**src/rtl/temp_display_scheduler.sv**
```systemverilog
// Round-robin 4-digit 7-segment display scheduler with sequential BCD conversion.
// Latency: 14 cycles from SELECT entry to HEX/cur_ch update (1 select + 12 convert + 1 latch).
// Backpressure: none; inputs are sampled only in SELECT, and the display is held for DWELL cycles.
//
// Ports:
//   clk_i, rst_i        : clock, synchronous active-high reset
//   ch_data_i           : NUM_CH packed 12-bit unsigned channel values, channel i at [12*i +: 12]
//   ch_valid_i          : per-channel display enable
//   hold_i              : re-select the current channel instead of advancing
//   cur_ch_o            : channel currently shown
//   busy_o              : high while converting/latching
//   upd_o               : 1-cycle pulse on the edge where the HEX outputs and cur_ch_o change
//   hex0_o..hex3_o      : active-low segments (bit0=a .. bit6=g), units..thousands
// Build option: define LEADING_ZERO_BLANK_EN to blank leading zero digits (units always shown).

module temp_display_scheduler #(
  parameter int NUM_CH = 4,
  parameter int DWELL  = 50_000_000,
  localparam int CH_W  = $clog2(NUM_CH)
) (
  input  logic                 clk_i,
  input  logic                 rst_i,
  input  logic [12*NUM_CH-1:0] ch_data_i,
  input  logic [NUM_CH-1:0]    ch_valid_i,
  input  logic                 hold_i,
  output logic [CH_W-1:0]      cur_ch_o,
  output logic                 busy_o,
  output logic                 upd_o,
  output logic [6:0]           hex0_o,
  output logic [6:0]           hex1_o,
  output logic [6:0]           hex2_o,
  output logic [6:0]           hex3_o
);

  localparam int         DW_W  = $clog2(DWELL + 1);
  localparam logic [6:0] BLANK = 7'h7F;

  typedef enum logic [2:0] {S_IDLE, S_SELECT, S_CONVERT, S_LATCH, S_DWELL} state_t;

  state_t            state_q;
  logic [CH_W-1:0]   ptr_q;
  logic [11:0]       bin_q;
  logic [15:0]       bcd_q;
  logic [3:0]        cvt_cnt_q;
  logic [DW_W-1:0]   dwell_cnt_q;
  logic [CH_W-1:0]   cur_ch_q;
  logic              busy_q;
  logic              upd_q;
  logic [6:0]        hex0_q, hex1_q, hex2_q, hex3_q;

  logic [11:0]       ch_arr [NUM_CH];
  logic [CH_W-1:0]   cand;
  logic              cand_vld;
  logic [CH_W-1:0]   idx;
  int                sum;
  logic [15:0]       bcd_adj;
  logic [15:0]       bcd_d;
  logic [11:0]       bin_d;
  logic [6:0]        seg0, seg1, seg2, seg3;

  for (genvar g = 0; g < NUM_CH; g++) begin : g_unpack
    assign ch_arr[g] = ch_data_i[12*g +: 12];
  end

  function automatic logic [6:0] seg7(input logic [3:0] d);
    case (d)
      4'd0:    seg7 = 7'h40;
      4'd1:    seg7 = 7'h79;
      4'd2:    seg7 = 7'h24;
      4'd3:    seg7 = 7'h30;
      4'd4:    seg7 = 7'h19;
      4'd5:    seg7 = 7'h12;
      4'd6:    seg7 = 7'h02;
      4'd7:    seg7 = 7'h78;
      4'd8:    seg7 = 7'h00;
      4'd9:    seg7 = 7'h10;
      default: seg7 = BLANK;
    endcase
  endfunction

  // Candidate selection. Scanning from the farthest offset down to the
  // nearest lets the nearest valid channel after ptr win; ptr itself is the
  // last resort (offset NUM_CH).
  always_comb begin
    cand     = ptr_q;
    cand_vld = 1'b0;
    sum      = 0;
    idx      = '0;
    if (hold_i) begin
      cand_vld = ch_valid_i[ptr_q];
    end else begin
      for (int k = NUM_CH; k >= 1; k--) begin
        sum = int'(ptr_q) + k;
        if (sum >= NUM_CH) sum = sum - NUM_CH;
        idx = CH_W'(sum);
        if (ch_valid_i[idx]) begin
          cand     = idx;
          cand_vld = 1'b1;
        end
      end
    end
  end

  // One double-dabble step: add 3 to every nibble >= 5, then shift {bcd,bin} left.
  always_comb begin
    bcd_adj = bcd_q;
    for (int n = 0; n < 4; n++) begin
      if (bcd_q[4*n +: 4] >= 4'd5) bcd_adj[4*n +: 4] = bcd_q[4*n +: 4] + 4'd3;
    end
    bcd_d = {bcd_adj[14:0], bin_q[11]};
    bin_d = {bin_q[10:0], 1'b0};
  end

  always_comb begin
    seg0 = seg7(bcd_q[3:0]);
    seg1 = seg7(bcd_q[7:4]);
    seg2 = seg7(bcd_q[11:8]);
    seg3 = seg7(bcd_q[15:12]);
`ifdef LEADING_ZERO_BLANK_EN
    if (bcd_q[15:12] == 4'd0) seg3 = BLANK;
    if (bcd_q[15:8]  == 8'd0) seg2 = BLANK;
    if (bcd_q[15:4]  == 12'd0) seg1 = BLANK;
`endif
  end

  always_ff @(posedge clk_i) begin
    if (rst_i) begin
      state_q     <= S_IDLE;
      ptr_q       <= CH_W'(NUM_CH - 1);
      bin_q       <= '0;
      bcd_q       <= '0;
      cvt_cnt_q   <= '0;
      dwell_cnt_q <= '0;
      cur_ch_q    <= '0;
      busy_q      <= 1'b0;
      upd_q       <= 1'b0;
      hex0_q      <= BLANK;
      hex1_q      <= BLANK;
      hex2_q      <= BLANK;
      hex3_q      <= BLANK;
    end else begin
      upd_q <= 1'b0;
      case (state_q)
        S_IDLE: state_q <= S_SELECT;
        S_SELECT: begin
          if (cand_vld) begin
            ptr_q     <= cand;
            bin_q     <= ch_arr[cand];
            bcd_q     <= '0;
            cvt_cnt_q <= '0;
            busy_q    <= 1'b1;
            state_q   <= S_CONVERT;
          end else begin
            // Nothing to show: blank the display but keep cur_ch.
            hex0_q <= BLANK;
            hex1_q <= BLANK;
            hex2_q <= BLANK;
            hex3_q <= BLANK;
          end
        end
        S_CONVERT: begin
          bin_q     <= bin_d;
          bcd_q     <= bcd_d;
          cvt_cnt_q <= cvt_cnt_q + 4'd1;
          if (cvt_cnt_q == 4'd11) state_q <= S_LATCH;
        end
        S_LATCH: begin
          hex0_q      <= seg0;
          hex1_q      <= seg1;
          hex2_q      <= seg2;
          hex3_q      <= seg3;
          cur_ch_q    <= ptr_q;
          upd_q       <= 1'b1;
          busy_q      <= 1'b0;
          dwell_cnt_q <= '0;
          state_q     <= S_DWELL;
        end
        S_DWELL: begin
          if (dwell_cnt_q == DW_W'(DWELL - 1)) begin
            dwell_cnt_q <= '0;
            state_q     <= S_SELECT;
          end else begin
            dwell_cnt_q <= dwell_cnt_q + DW_W'(1);
          end
        end
        default: state_q <= S_IDLE;
      endcase
    end
  end

  assign cur_ch_o = cur_ch_q;
  assign busy_o   = busy_q;
  assign upd_o    = upd_q;
  assign hex0_o   = hex0_q;
  assign hex1_o   = hex1_q;
  assign hex2_o   = hex2_q;
  assign hex3_o   = hex3_q;

endmodule

```
**config.mk**
```make
export PLATFORM = sky130hd
export DESIGN_NAME = temp_display_scheduler
export DESIGN_NICKNAME = d
export VERILOG_FILES = /design/src/rtl/temp_display_scheduler.sv
export SDC_FILE = /design/constraint.sdc
export NUM_CORES = 1
export LEC_CHECK = 0
export CAP_MARGIN = 30
export CORE_AREA = 2 2 151 153
export CTS_CLUSTER_SIZE = 30
export DETAILED_ROUTE_END_ITERATION = 8
export DIE_AREA = 0 0 153 155
export PLACE_DENSITY_LB_ADDON = 0.12
export SLEW_MARGIN = 20
export SYNTH_ARGS = -nofsm -noshare
export SYNTH_HDL_FRONTEND = slang
export SYNTH_SLANG_ARGS = --single-unit
```
**constraint.sdc**
```tcl
create_clock -name clk_i -period 7.1 [get_ports clk_i]
set_input_delay 1.42 -clock clk_i [delete_from_list [all_inputs] [get_ports clk_i]]
set_output_delay 1.42 -clock clk_i [all_outputs]
set_load 0.02 [all_outputs]
```
======== Yosys cells after proc, flatten, opt, wreduce, memory -nomap -nowiden ========
Memory sizes are Yosys's and may differ from the RTL's. A register that Yosys moved wholly into a read port is not among the register bits.
Index checks and enable logic that the tools add are counted.
word-level totals
  memories kept ........................... 4
  register bits after elaboration ......... 95
  output and inout bits ................... 32
  logic and storage cells ................. 128
  ROM bits ................................ 448
memory list
  memory           words  width  rd ports  clocked after Yosys merged registers in  write ports  line  RTL
  (no name shown)  16     7      1         1                                        0            66    case (d)
  (no name shown)  16     7      1         1                                        0            66
  (no name shown)  16     7      1         1                                        0            66
  (no name shown)  16     7      1         1                                        0            66
cells by class
  reduce and logical (&&, ||, !) cells .... 9
  order comparisons ....................... 14
  $add $sub $neg .......................... 14
  bitwise gates (word level) .............. 1
  equal/unequal tests ..................... 10
  mux-type cells .......................... 63
operators with widths
  cell                                                               number
  one-hot mux 7 bit (2 select lines)                                 4
  one-hot mux 26 bit (2 select lines)                                1
  2-to-1 mux 4 bit                                                   12
  2-to-1 mux 12 bit                                                  3
  one-hot mux 16 bit (2 select lines)                                1
  adder 26 x 1 -> 26 bit, second input constant                      1
  equality test 26 bit, second input constant                        1
  2-to-1 mux 2 bit                                                   13
  2-to-1 mux 26 bit                                                  1
  binary-select mux 12 bit (select 2 bit)                            1
  one-hot mux 12 bit (2 select lines)                                1
  greater-or-equal comparator 4 x 3 -> 1 bit, second input constant  5
  2-to-1 mux 16 bit                                                  1
  less-than comparator 2 x 3 -> 1 bit, second input constant         5
  one-hot mux 3 bit (5 select lines)                                 1
  adder 4 x 2 -> 4 bit, second input constant                        3
  greater-or-equal comparator 3 bit, second input constant           4
  2-to-1 mux 1 bit                                                   12
  2-to-1 mux 3 bit                                                   4
  binary-select mux 1 bit (select 2 bit)                             5
  != test 2 bit, second input constant                               4
  one-hot mux 4 bit (2 select lines)                                 1
  AND reduction 2 bit                                                4
  subtractor 2 x 1 -> 2 bit, second input constant                   4
  15 further kinds                                                   19

======== Depth between registers and ports, before layout ========
  depth after elaboration ................. 17
  depth in mapped cells ................... 13

======== Worst setup path before layout ========
Ideal clock, no wire load.
  path kind ............................... in2reg
  from .................................... input ch_valid_i[1]
  to ...................................... register, netlist name seg1[3]
  arrival ................................. 3503 ps
  path slack .............................. 3482 ps
  stages on the path ...................... 9
  required time ........................... 6985 ps
  path buffers ............................ 0
  cells stage by stage .................... or4b_4 o32a_2 a211oi_4 nand2_1 a21oi_2 inv_1 ha_1 a21o_1 o21a_1
between the ends
  word-level cells in the longest chain between the ends .. 11
ends and longest elaborated chain
  item                                         line  RTL
  start, declared                              24    input logic [NUM_CH-1:0] ch_valid_i,
  binary-select mux 1 bit (select 2 bit)       96    if (ch_valid_i[idx]) begin
  2-to-1 mux 1 bit (not written as such)       96
  2-to-1 mux 1 bit (4 in a row)                96
  2-to-1 mux 1 bit (*)                         89    if (hold_i) begin
  != test 2 bit (no line) (*)                  n/a
  AND reduction 2 bit (no line) (*)            n/a
  2-to-1 mux 4 bit (no line) (*) (2 in a row)  n/a
Every way passes the cells marked *; elsewhere a longest branch is shown, timed or not. The select of a mux whose other input is x is not followed.
A chain may end at the register's enable or synchronous reset.

======== Final worst setup path ========
  from .................................... input ch_valid_i[1]
  to ...................................... register, netlist name seg3[3]
between the ends
  word-level cells in the longest chain between the ends .. 11
ends and longest elaborated chain
  item                                         line
  binary-select mux 1 bit (select 2 bit)       96
  2-to-1 mux 1 bit (not written as such)       96
  2-to-1 mux 1 bit (4 in a row)                96
  2-to-1 mux 1 bit (*)                         89
  != test 2 bit (no line) (*)                  n/a
  AND reduction 2 bit (no line) (*)            n/a
  2-to-1 mux 4 bit (no line) (*) (2 in a row)  n/a
Marked as above.

==> metrics.txt <==
Max Clk Rate 0.231 GHz; Final period util 61.0%; largest net degree at the start of global routing 49; clk sinks 123; # setup viols final 0; GRT Total Usage 14.6%; critical path launch point type primary input; CP endpoint kind register; Via Count 5,676; worst min path class reg2reg; wire length per cell 15.3 um; max_slew headroom 49.7%; outcome finished, final reports clean; die area 0.0237 mm^2; CP Class in2reg; commonest non-fill, non-tap cell in the layout dfxtp_1; Worst EP arrival 4.63 ns; Die Height 155 um; diodes inserted 0; LEAKAGE 3.05 nW; Tightest Pin Transition 0.752 ns; CP max FO 15; clock tree root driver cell clkbuf_16; DRT Pass-1 Iters 4; worst path bufs/invs 2; commonest cells after routing, fill and taps aside 123 x dfxtp_1, 85 x clkdlybuf4s50_1, 56 x a21oi_1; Min Clock Period, post-route 4.33 ns; max-cap violations 0; core footprint 0.0222 mm^2; row count 55; via/cell ratio 5.19; Detail Route Antenna Nets 0; Avg Cell Area, Syn 9.05 um^2; DRT iter0 DRCs 287; warnings from Yosys 0; Layout Utilization 37.2%; total grt overflow 0; Worst path slowest cell or4b_4; setup TNS 0 ns; mapped cell area 0.00655 mm^2; Area Growth Syn to Fin 26.1%; initial core utilization 29.5%; CTS tree built; hpwl dp 11,900 um; Yosys reg bits 123; post-cts repair resize count 0; Synth cell types 82; Post-synth EDFFs 0; Top-Level Pins 87; port bufs 86; final hold violation count 0; clk slew on worst S/H paths 0.05 ns; Post-CTS Setup Repair Bufs 0; clk_skew 0.00758 ns; total routed wirelength 16,800 um; sequential area share after synthesis 37.6%; Non-Filler Instances 1,093; share of cells above drive strength 1 10.0%; placed cell count 1,063; slowest cell delay on critical path 0.60 ns; power per cell area 259 mW/mm^2; post-route cell area 0.00827 mm^2; drt drc 0; vias in the first global route 5,702; Critical Path RT 7.40 ns; total CTS buffers 17; worst-skew pair later-pin latency 0.42 ns; Nets 882; unrepaired setup endpoints after global routing no; worst vdd rail ir drop 0.126 mV; gpl congestion 0.803; Clock Tree Buf Depth 2; Slew Viols, Final 0; cells after synthesis 724; placed inst area 0.00764 mm^2; asr flop ratio synth 0%; H-Tree Depth 4; hold slack 0.449 ns; Synth Flop Type dfxtp_1; hold-fix buffers at CTS 0; Die W 153 um; syn nets 809; first-pass GRT wire length 28,600 um; cell chain of the critical path clkdlybuf4s50_1, or4b_4, o32ai_4, o211ai_2, o31ai_1, inv_1, ha_1, and2_1, o31a_1; initial antenna violation count 0; Worst path top cell family by delay compound AO/OA/AOI/OAI gates
power by group:
group / internal, mW / total (mW) / switching [mW]
logic: 0.195 / 0.436 / 0.241
clock network: 0.619 / 0.919 / 0.300
registers: 0.742 / 0.784 / 0.0419
total: 1.56 / 2.14 / 0.582
worst paths after layout:
check        slack [ns]                   from  depth (start not counted)                      to
max                2.77          ch_valid_i[1]                          9         seg3[3]$_DFF_P_
max reg2reg        3.78  ptr_q[1]$_SDFFE_PP1P_                          8         seg3[3]$_DFF_P_
min                0.45        seg0[1]$_DFF_P_                          1  hex0_o[1]$_SDFFE_PP1P_
min reg2reg        0.45        seg0[1]$_DFF_P_                          1  hex0_o[1]$_SDFFE_PP1P_
final cells by class:
type | count | area [um^2]
inverter | 31 | 121
clock buffer | 23 | 488
timing repair buffer | 93 | 908
fill | 2222 | 14000
multi-input combinational | 531 | 3790
sequential | 123 | 2460
clock inverter | 7 | 138
tap | 285 | 357
kinds of logic after synthesis:
group / synth area share [%]
AOI/OAI and AO/OA: 25.4
DFF: 37.6
xor gates and xnor gates: 2.41
adders and majority gates: 5.73
and+or+nand+nor: 17.5
muxes: 6.89
buffers and inverters: 4.58
state kept, by name (all words and copies together) (netlist names), 7 cells and up:
signal       flops
seg3             7
bin_q           12
hex0_o           7
hex3_o           7
seg2             7
bcd_q           16
seg0             7
seg1             7
hex1_o           7
dwell_cnt_q     26
hex2_o           7
cells in the mapped netlist (4+ instances only):
library cell	count	area [um^2]
xor2_1	12	105
o21a_1	7	52.6
nor3_1	13	65.1
inv_1	30	113
xnor2_1	6	52.6
o31ai_1	8	60.1
buf_1	4	15.0
a21oi_1	56	280
mux2_2	12	135
o22a_1	29	254
a21o_1	13	97.6
or2_2	5	31.3
ha_1	30	375
or3_1	4	25.0
nor2b_1	6	37.5
nor2_1	42	158
nand3_1	21	105
a211o_1	6	52.6
nor3b_1	6	45.0
dfxtp_1	123	2460
and2_1	17	106
nand2_1	43	161
nand4_1	6	37.5
a31oi_1	8	50.1
o2111ai_1	6	52.6
o21ai_0	36	180
clkbuf_1	21	78.8
mux2i_1	29	290
o22ai_1	5	31.3
o221ai_1	12	105
buf_2	10	50.1
and3_1	8	50.1
a211oi_1	4	30.0
nand2b_1	13	81.3
stage by stage:
| step | setup slack [ns] | total power [mW] |
|---|---|---|
| after floorplan | 3.48 | 1.09 |
| after global placement | 2.41 | 1.23 |
| after detailed placement | 2.34 | 1.24 |
| after CTS | 2.76 | 2.18 |
| after global routing | 2.52 | 2.25 |
| final | 2.77 | 2.14 |
layer usage:
layer	up-vias	GRT usage [%]	part of all wire, %
met3	26	3.20	3.9
li1	2819	-	-
met5	-	0	0
met1	2713	17.8	45
met2	118	25.5	49
met4	0	4.85	1.7
No activity file was read; power rests on OpenSTA's default activity.
